==> config.mk <==
export PLATFORM = sky130hd
export DESIGN_NAME = fetch_unit
export DESIGN_NICKNAME = d
export VERILOG_FILES = /design/src/rtl/fetch_unit.sv
export SDC_FILE = /design/constraint.sdc
export NUM_CORES = 1
export LEC_CHECK = 0
export CORE_MARGIN = 1.5
export CORE_UTILIZATION = 50
export DETAILED_ROUTE_END_ITERATION = 16
export PLACE_DENSITY = 0.83
export SLEW_MARGIN = 0
export SYNTH_ARGS = -nofsm -noshare
export SYNTH_HDL_FRONTEND = slang
export SYNTH_SLANG_ARGS = --single-unit
==> constraint.sdc <==
create_clock -name clk -period 2.7 [get_ports clk]
set_input_delay 0.405 -clock clk [delete_from_list [all_inputs] [get_ports clk]]
set_output_delay 0.405 -clock clk [all_outputs]
set_load 0.02 [all_outputs]
==> src/rtl/fetch_unit.sv <==
// Instruction fetch stage: sequential PC generation, credit-limited imem requests,
// in-order response buffering and a valid/ready instruction stream to decode.
//
// state   | meaning
// IDLE    | waiting for start
// FETCH   | issuing requests and buffering responses
// HALTING | HALT buffered; draining FIFO and outstanding responses
// DONE    | halt drained; done held until next start
module fetch_unit #(
    parameter int          ADDR_WIDTH  = 8,
    parameter int          INSTR_WIDTH = 16,
    parameter int          FIFO_DEPTH  = 4,
    parameter logic [3:0]  HALT_OPCODE = 4'hF
) (
    input  logic                   clk,
    input  logic                   rst_n,
    input  logic                   start,
    input  logic [ADDR_WIDTH-1:0]  start_pc,
    input  logic                   redirect_valid,
    input  logic [ADDR_WIDTH-1:0]  redirect_pc,
    output logic                   imem_req_valid,
    input  logic                   imem_req_ready,
    output logic [ADDR_WIDTH-1:0]  imem_req_addr,
    input  logic                   imem_rsp_valid,
    input  logic [INSTR_WIDTH-1:0] imem_rsp_data,
    output logic                   instr_valid,
    input  logic                   instr_ready,
    output logic [INSTR_WIDTH-1:0] instr,
    output logic [ADDR_WIDTH-1:0]  instr_pc,
    output logic                   busy,
    output logic                   done
);
    localparam int PTR_W = $clog2(FIFO_DEPTH);
    localparam int CNT_W = PTR_W + 1;
    localparam logic [CNT_W:0] DEPTH_W = (CNT_W+1)'(FIFO_DEPTH);

    typedef enum logic [1:0] {S_IDLE, S_FETCH, S_HALTING, S_DONE} state_t;

    state_t                state_q, state_d;
    logic [ADDR_WIDTH-1:0] pc_q, pc_d;
    logic [ADDR_WIDTH-1:0] rsp_pc_q, rsp_pc_d;
    logic [PTR_W-1:0]      wr_ptr_q, wr_ptr_d, rd_ptr_q, rd_ptr_d;
    logic [CNT_W-1:0]      count_q, count_d;
    logic [CNT_W-1:0]      outst_q, outst_d;
    logic [CNT_W-1:0]      discard_q, discard_d;

    logic [INSTR_WIDTH-1:0] data_mem [FIFO_DEPTH];
    logic [ADDR_WIDTH-1:0]  pc_mem   [FIFO_DEPTH];

    logic            active, req_fire, rsp_dec, push, pop;
    logic [CNT_W:0]  credit;

    always_comb begin
        active         = (state_q == S_FETCH) || (state_q == S_HALTING);
        credit         = {1'b0, count_q} + {1'b0, outst_q};
        imem_req_valid = (state_q == S_FETCH) && !redirect_valid && (credit < DEPTH_W);
        imem_req_addr  = pc_q;
        req_fire       = imem_req_valid && imem_req_ready;
        rsp_dec        = active && imem_rsp_valid && (outst_q != '0);
        instr_valid    = (count_q != '0) && !redirect_valid;
        pop            = instr_valid && instr_ready;
        instr          = (count_q != '0) ? data_mem[rd_ptr_q] : '0;
        instr_pc       = (count_q != '0) ? pc_mem[rd_ptr_q] : '0;
        busy           = active;
        done           = (state_q == S_DONE);

        state_d   = state_q;
        pc_d      = pc_q;
        rsp_pc_d  = rsp_pc_q;
        wr_ptr_d  = wr_ptr_q;
        rd_ptr_d  = rd_ptr_q;
        count_d   = count_q;
        discard_d = discard_q;
        push      = 1'b0;
        outst_d   = outst_q + CNT_W'(req_fire) - CNT_W'(rsp_dec);

        if (req_fire) begin
            pc_d = pc_q + 1'b1;
        end

        case (state_q)
            S_IDLE, S_DONE: begin
                if (start) begin
                    state_d   = S_FETCH;
                    pc_d      = start_pc;
                    rsp_pc_d  = start_pc;
                    discard_d = '0;
                end
            end
            S_FETCH, S_HALTING: begin
                if (redirect_valid) begin
                    // responses still in flight belong to the abandoned path
                    state_d   = S_FETCH;
                    pc_d      = redirect_pc;
                    rsp_pc_d  = redirect_pc;
                    discard_d = outst_d;
                    count_d   = '0;
                    wr_ptr_d  = '0;
                    rd_ptr_d  = '0;
                end else begin
                    if (rsp_dec) begin
                        if (discard_q != '0) begin
                            discard_d = discard_q - 1'b1;
                        end else if (state_q == S_FETCH) begin
                            push     = 1'b1;
                            rsp_pc_d = rsp_pc_q + 1'b1;
                            if (imem_rsp_data[INSTR_WIDTH-1 -: 4] == HALT_OPCODE) begin
                                state_d = S_HALTING;
                            end
                        end
                    end
                    if (push) begin
                        wr_ptr_d = wr_ptr_q + 1'b1;
                    end
                    if (pop) begin
                        rd_ptr_d = rd_ptr_q + 1'b1;
                    end
                    count_d = count_q + CNT_W'(push) - CNT_W'(pop);
                    if (state_q == S_HALTING && count_q == '0 && outst_q == '0) begin
                        state_d = S_DONE;
                    end
                end
            end
            default: state_d = S_IDLE;
        endcase
    end

    always_ff @(posedge clk or negedge rst_n) begin
        if (!rst_n) begin
            state_q   <= S_IDLE;
            pc_q      <= '0;
            rsp_pc_q  <= '0;
            wr_ptr_q  <= '0;
            rd_ptr_q  <= '0;
            count_q   <= '0;
            outst_q   <= '0;
            discard_q <= '0;
        end else begin
            state_q   <= state_d;
            pc_q      <= pc_d;
            rsp_pc_q  <= rsp_pc_d;
            wr_ptr_q  <= wr_ptr_d;
            rd_ptr_q  <= rd_ptr_d;
            count_q   <= count_d;
            outst_q   <= outst_d;
            discard_q <= discard_d;
        end
    end

    // Storage needs no reset: outputs are masked while the FIFO is empty.
    always_ff @(posedge clk) begin
        if (push) begin
            data_mem[wr_ptr_q] <= imem_rsp_data;
            pc_mem[wr_ptr_q]   <= rsp_pc_q;
        end
    end

endmodule

### Word-level counts from Yosys, hierarchy flattened

Memories as Yosys holds them, arrays and structs flattened.
Index checks and enable logic that the tools add are counted.

| operators by class | value |
|---|---|
| add/sub/neg operators | 10 |
| $lt $le $gt $ge | 1 |
| equal/unequal tests | 13 |
| multiplexer cells | 39 |
| reduce and logical (&&, ||, !) cells | 26 |

Operator list:

| cell | number |
|---|---|
| 8-bit two-way mux | 9 |
| 8-bit case mux with 2 select lines | 2 |
| 2-bit two-way mux | 11 |
| 8-bit by 1-bit adder with 8-bit output (second input constant) | 2 |
| 16-bit two-way mux | 1 |
| 4-bit inequality test (second input constant) | 4 |
| 3-bit two-way mux | 5 |
| 3-bit inequality test (second input constant) | 4 |
| 1-bit logical AND | 9 |
| 1-bit two-way mux | 9 |
| 3-bit nonzero test | 3 |
| 3-bit by 1-bit adder with 3-bit output | 2 |
| 3-bit zero test | 2 |
| 3-bit case mux with 2 select lines | 1 |
| 3-bit by 1-bit subtractor with 3-bit output | 2 |
| 5-bit AND reduction | 1 |
| 2-bit by 1-bit adder with 2-bit output (second input constant) | 2 |
| 3-bit by 3-bit adder with 4-bit output | 1 |
| 2-bit equality test (second input constant) | 2 |
| 4-bit equality test (second input constant) | 1 |
| 4-bit by 3-bit less-than comparator with 1-bit output (second input constant) | 1 |
| 2-bit case mux with 2 select lines | 1 |
| 2-bit AND reduction | 2 |
| 4-bit AND reduction | 1 |
| 9 further kinds | 11 |

| storage, ports and cells | value |
|---|---|
| register bits | 31 |
| RAM bits | 96 |
| input port bits | 39 |
| output and inout bits | 36 |
| word-level logic and storage cells | 99 |
| memories | 2 |

Memories:

| name | words | bits a word | rd ports | clocked after Yosys merged registers in | write ports | line | RTL |
|---|---|---|---|---|---|---|---|
| data_mem | 4 | 16 | 1 | 0 | 1 | 47 | `logic [INSTR_WIDTH-1:0] data_mem [FIFO_DEPTH];` |
| pc_mem | 4 | 8 | 1 | 0 | 1 | 48 | `logic [ADDR_WIDTH-1:0] pc_mem [FIFO_DEPTH];` |

### Longest topological paths before layout

| logic depth | value |
|---|---|
| depth after elaboration | 11 |
| gate-level depth with buffers | 15 |
| depth with buffers taken out | 15 |

### Least setup slack after synthesis

No wires, ideal clock.

| timing path | value |
|---|---|
| path kind | register to register |
| start point | register state_q[0] |
| end point | register discard_q[2] |
| setup time | 66 ps |
| arrival | 2,664 ps |
| required time | 2,634 ps |
| setup slack | -29 ps |
| cell stages (with the launch flop) | 16 |
| path buffers | 2 |
| period minus slack after synthesis | 2,729 ps |
| cell sequence | dfrtp_1 -> inv_1 -> ha_1 -> buf_6 -> clkbuf_1 -> nor2_1 -> ha_1 -> inv_1 -> ha_1 -> inv_1 -> fa_1 -> xnor2_1 -> xnor2_1 -> a21oi_1 -> o21ai_0 -> o21a_1 |

| between the ends | value |
|---|---|
| cells in the longest elaborated chain, start to end | 8 |
| elaborated cells between the ends (all ways) | 20 |
| classes of those cells | add/sub: 2; eq/ne: 6; mux: 2; reduce/logical: 10 |

Ends and longest elaborated chain:

| element | line | RTL |
|---|---|---|
| start: declaration | 39 | `state_t state_q, state_d;` |
| start signal: assignment | 139 | `state_q <= state_d;` |
| 2-bit by 1-bit equality test with 1-bit output | 54, 56 |  |
| 1-bit logical AND (2 in series) | 56 | `imem_req_valid = (state_q == S_FETCH) && !redirect_valid && (credit < DEPTH_W);` |
| 1-bit logical AND | 58 | `req_fire = imem_req_valid && imem_req_ready;` |
| 3-bit by 1-bit adder with 3-bit output | 75 | `outst_d = outst_q + CNT_W'(req_fire) - CNT_W'(rsp_dec);` |
| 3-bit by 1-bit subtractor with 3-bit output * | 75 |  |
| net outst_d[2] | 44 | `logic [CNT_W-1:0] outst_q, outst_d;` |
| 3-bit two-way mux * | 91 | `if (redirect_valid) begin` |
| 3-bit case mux with 2 select lines * | 81 | `case (state_q)` |
| end signal: assignment | 146 | `discard_q <= discard_d;` |
| end: declaration | 45 | `logic [CNT_W-1:0] discard_q, discard_d;` |

The timed path passes the listed nets; every way through them passes the cells marked *.
A chain may end at the register's enable or synchronous reset.

### Final worst setup path

| timing path | value |
|---|---|
| start point | register outst_q[2] |
| end point | register discard_q[2] |

| between the ends | value |
|---|---|
| cells in the longest elaborated chain, start to end | 8 |
| elaborated cells between the ends (all ways) | 12 |
| classes of those cells | add/sub: 3; order compare: 1; eq/ne: 1; mux: 2; reduce/logical: 5 |

Ends and longest elaborated chain:

| element | line | RTL |
|---|---|---|
| start: declaration | 44 |  |
| start signal: assignment | 145 | `outst_q <= outst_d;` |
| 3-bit by 3-bit adder with 4-bit output | 55 | `credit = {1'b0, count_q} + {1'b0, outst_q};` |
| 4-bit by 3-bit less-than comparator with 1-bit output | 56 |  |
| 1-bit logical AND | 56 |  |
| 1-bit logical AND | 58 |  |
| 3-bit by 1-bit adder with 3-bit output | 75 |  |
| 3-bit by 1-bit subtractor with 3-bit output * | 75 |  |
| net outst_d[2] | 44 |  |
| 3-bit two-way mux * | 91 |  |
| 3-bit case mux with 2 select lines * | 81 |  |

Marks and branches as above.

==> flow_summary_export.csv <==
group,metric,value,unit
clock_network,clk_latency,0.41,ns
global_routing,grt_pass1_vias,3873,
sta,hold_violations,0,
clock_network,cts.clk_slew.worst_paths,0.06,ns
synth,ys_types,52,
power_and_ir_drop,p_per_area,925,nW/µm²
global_routing,grt_pass1_wl,20200,µm
synth,synthFlopType,"edfxtp_1",
routing,routedWlPerCell,20.4,µm
synth,ys_seq_area_share,63.9,%
die,start_util,52.1,%
cells_and_area,antenna_cells,0,
sta,max_freq,377,MHz
routing,routed_wl,12900,µm
sta,max_slew.worst_pin.slew,0.742,ns
synth,synth_top_area_share,50.3,%
sta,max-slew-margin-rel,50.1,%
global_routing,grt_max_degree,32,
cells_and_area,layout.cells.non_filler,635,
cells_and_area,area_growth,30.7,%
power_and_ir_drop,total_leakage_power,0.00290,µW
die,die_w,110,µm
worst_setup_path,endpoint_kind,"flop",
cells_and_area,nNetsFinal,540,
global_routing,gr-usage-met1,27.8,%
routing,num_vias,3707,
die,dieHeight,110,µm
place,place_hpwl,7680,µm
global_routing,grtUsageMet3,5.94,%
worst_setup_path,cp-start-kind,"flop",
synth,synth_edf_count,96,
global_routing,grt_overflow,0,
global_routing,antenna_found_initial,0,
worst_setup_path,path_max_fanout,4,
min_path,hold_class,"in2async",
outcome,status,"finished clean",
sta,post-route-period-util,98.2,%
worst_setup_path,rrSetupSlack,0.05,ns
clock_network,cts_buffer_depth,2,
sta,finClkSkew,0.00977,ns
synth,netlist_area,5730,µm²
global_routing,gr-usage-met2,40.0,%
clock_network,cts.sinks,127,
synth,synth_common_cells,"edfxtp_1, dfrtp_1, nor2b_1",
synth,syn_area_per_cell,14.9,µm²
sta,hold_slack,0.390,ns
die,io_pins,75,
sta,rsz0062_at_grt,"true",
synth,syn_inst,385,
worst_setup_path,cp.arrival,3.00,ns
cells_and_area,drive_gt1_share,20.6,%
synth,ys_async_sr_fraction,24.4,%
clock_network,htree_levels,4,
synth,yosys-top-cells-area,"edfxtp_1, dfrtp_1, mux4_2, ha_1, nor2b_1",
worst_setup_path,critPathKind,"reg2reg",
place,place_congestion,0.921,
die,rows,38,
die,coreArea,11000,µm²
global_routing,grt_usage,22.9,%
worst_setup_path,worstPathRequired,3.05,ns
sta,min_period,2.65,ns
routing,ant_nets,0,
synth,synth_most_common_cell,"edfxtp_1",
global_routing,busiest_layer,"met2",
clock_network,cts_tree,"built",
routing,drtIter0Drc,240,
power_and_ir_drop,peakVddDrop,0.000625,V
die,dieArea,12100,µm²
synth,yosysWarningCount,0,
sta,final_max_slew_viol_count,0,
routing,first_pass_iters,6,
clock_network,numCtsBuffers,17,
job,max_cap_violations,0,
synth,ys_ff_latch,127,
synth,syn_nets,443,
clock_network,cts_root_buffer,"clkbuf_16",
clock_network,cts_hold_buffers,0,
routing,drc_errors,0,
place,io_buffers,74,
routing,viasPerCell,5.84,
place,placed_cells,601,
power_and_ir_drop,finalPower,6920,µW
sta,setup_violations,0,
synth,synth_area_leader_cell,"edfxtp_1",
==> state kept, by name (all words and copies together), names as in the netlist <==
register and cells:
data_mem 64, pc_mem 32, imem_req_addr 8, rsp_pc_q 8, count_q 3, discard_q 3
outst_q 3, rd_ptr_q 2, state_q 2, wr_ptr_q 2
==> worst max-delay path, stage by stage, from the launching register on <==
cell and delay [ns]:
dfrtp_1 0.39, buf_4 0.16, o31ai_2 0.38, nor2_1 0.10
ha_1 0.29, inv_1 0.06, ha_1 0.14, inv_1 0.06
fa_2 0.35, xnor2_2 0.14, xnor2_1 0.19, a21oi_1 0.08
o21ai_1 0.13, o21a_1 0.13
==> layer usage <==
layer	vias up	wire, µm
met5	-	0
met4	0	149
met3	12	763
met2	163	6810
met1	1866	5220
li1	1666	-
==> timing repair <==
action / in CTS / in global routing
buffers inserted: 2 / 0
pin swaps: 0 / 6
endpoints found under the setup margin: 24 / 18
resized for setup: 5 / 30
==> layout make-up <==
class                   count  area (µm²)
multi-input cells         224        1970
clock inverters            15         161
fillers                   732        3500
well taps                 140         175
repair buffers             97        1040
clock buffers              17         425
inverters                  15        56.3
flip-flops and latches    127        3660
==> logic make-up (layout without fill, tap and decap cells) <==
family | Yosys count | in the layout | synth area share [%]
multiplexers | 27 | 27 | 9.96
AO/OA/AOI/OAI | 62 | 62 | 7.12
AND/OR/NAND/NOR | 107 | 107 | 10.3
XOR/XNOR | 9 | 9 | 1.38
flip-flops | 127 | 127 | 63.9
buffers and inverters | 34 | 144 | 2.95
adder cells (fa/ha/maj) | 19 | 19 | 4.41
==> report_power, final <==
group	switching (µW)	total (µW)	internal (µW)
sequential	179	2490	2310
combinational	1120	2190	1070
clock	876	2250	1370
total	2180	6920	4750
==> final timing paths <==
| path | from | to | cells after the start |
|---|---|---|---|
| worst max-delay path | outst_q[2] | discard_q[2] | 13 |
| worst min-delay path | rst_n | imem_req_addr[1] | 2 |
| worst max register to register | outst_q[2] | discard_q[2] | 13 |
| worst min register to register | discard_q[2] | discard_q[2] | 1 |
| max in group asynchronous | rst_n | rd_ptr_q[0] | 2 |
| min in group clk | discard_q[2] | discard_q[2] | 1 |
==> placed cells by master (no fill, tap or decap), types with 9 or more instances in the layout <==
cell and count:
and3_1 9, ha_1 14, dfrtp_1 29, dlymetal6s2s_1 15, inv_1 13, edfxtp_1 96, clkdlybuf4s50_1 58, clkbuf_16 17
o21ai_0 20, nor2_1 18, nor2b_1 25, a21oi_1 9, nand2_1 23, mux4_2 24, buf_4 16
==> per-stage QoR <==
stage | setup TNS [ns] | util (%) | instance area, µm² | worst slack [ns]
floorplan | 0 | - | 5730 | 0.0379
CTS | 0 | 67.4 | 7400 | 0.00201
global route | -0.133 | 68.2 | 7490 | -0.108
detailed placement | -0.436 | 61.6 | 6770 | -0.310
finish | 0 | 68.2 | 7490 | 0.0490
global placement | -0.200 | 61.6 | 6770 | -0.200
Note: power is estimated with default switching activity, not from simulation.
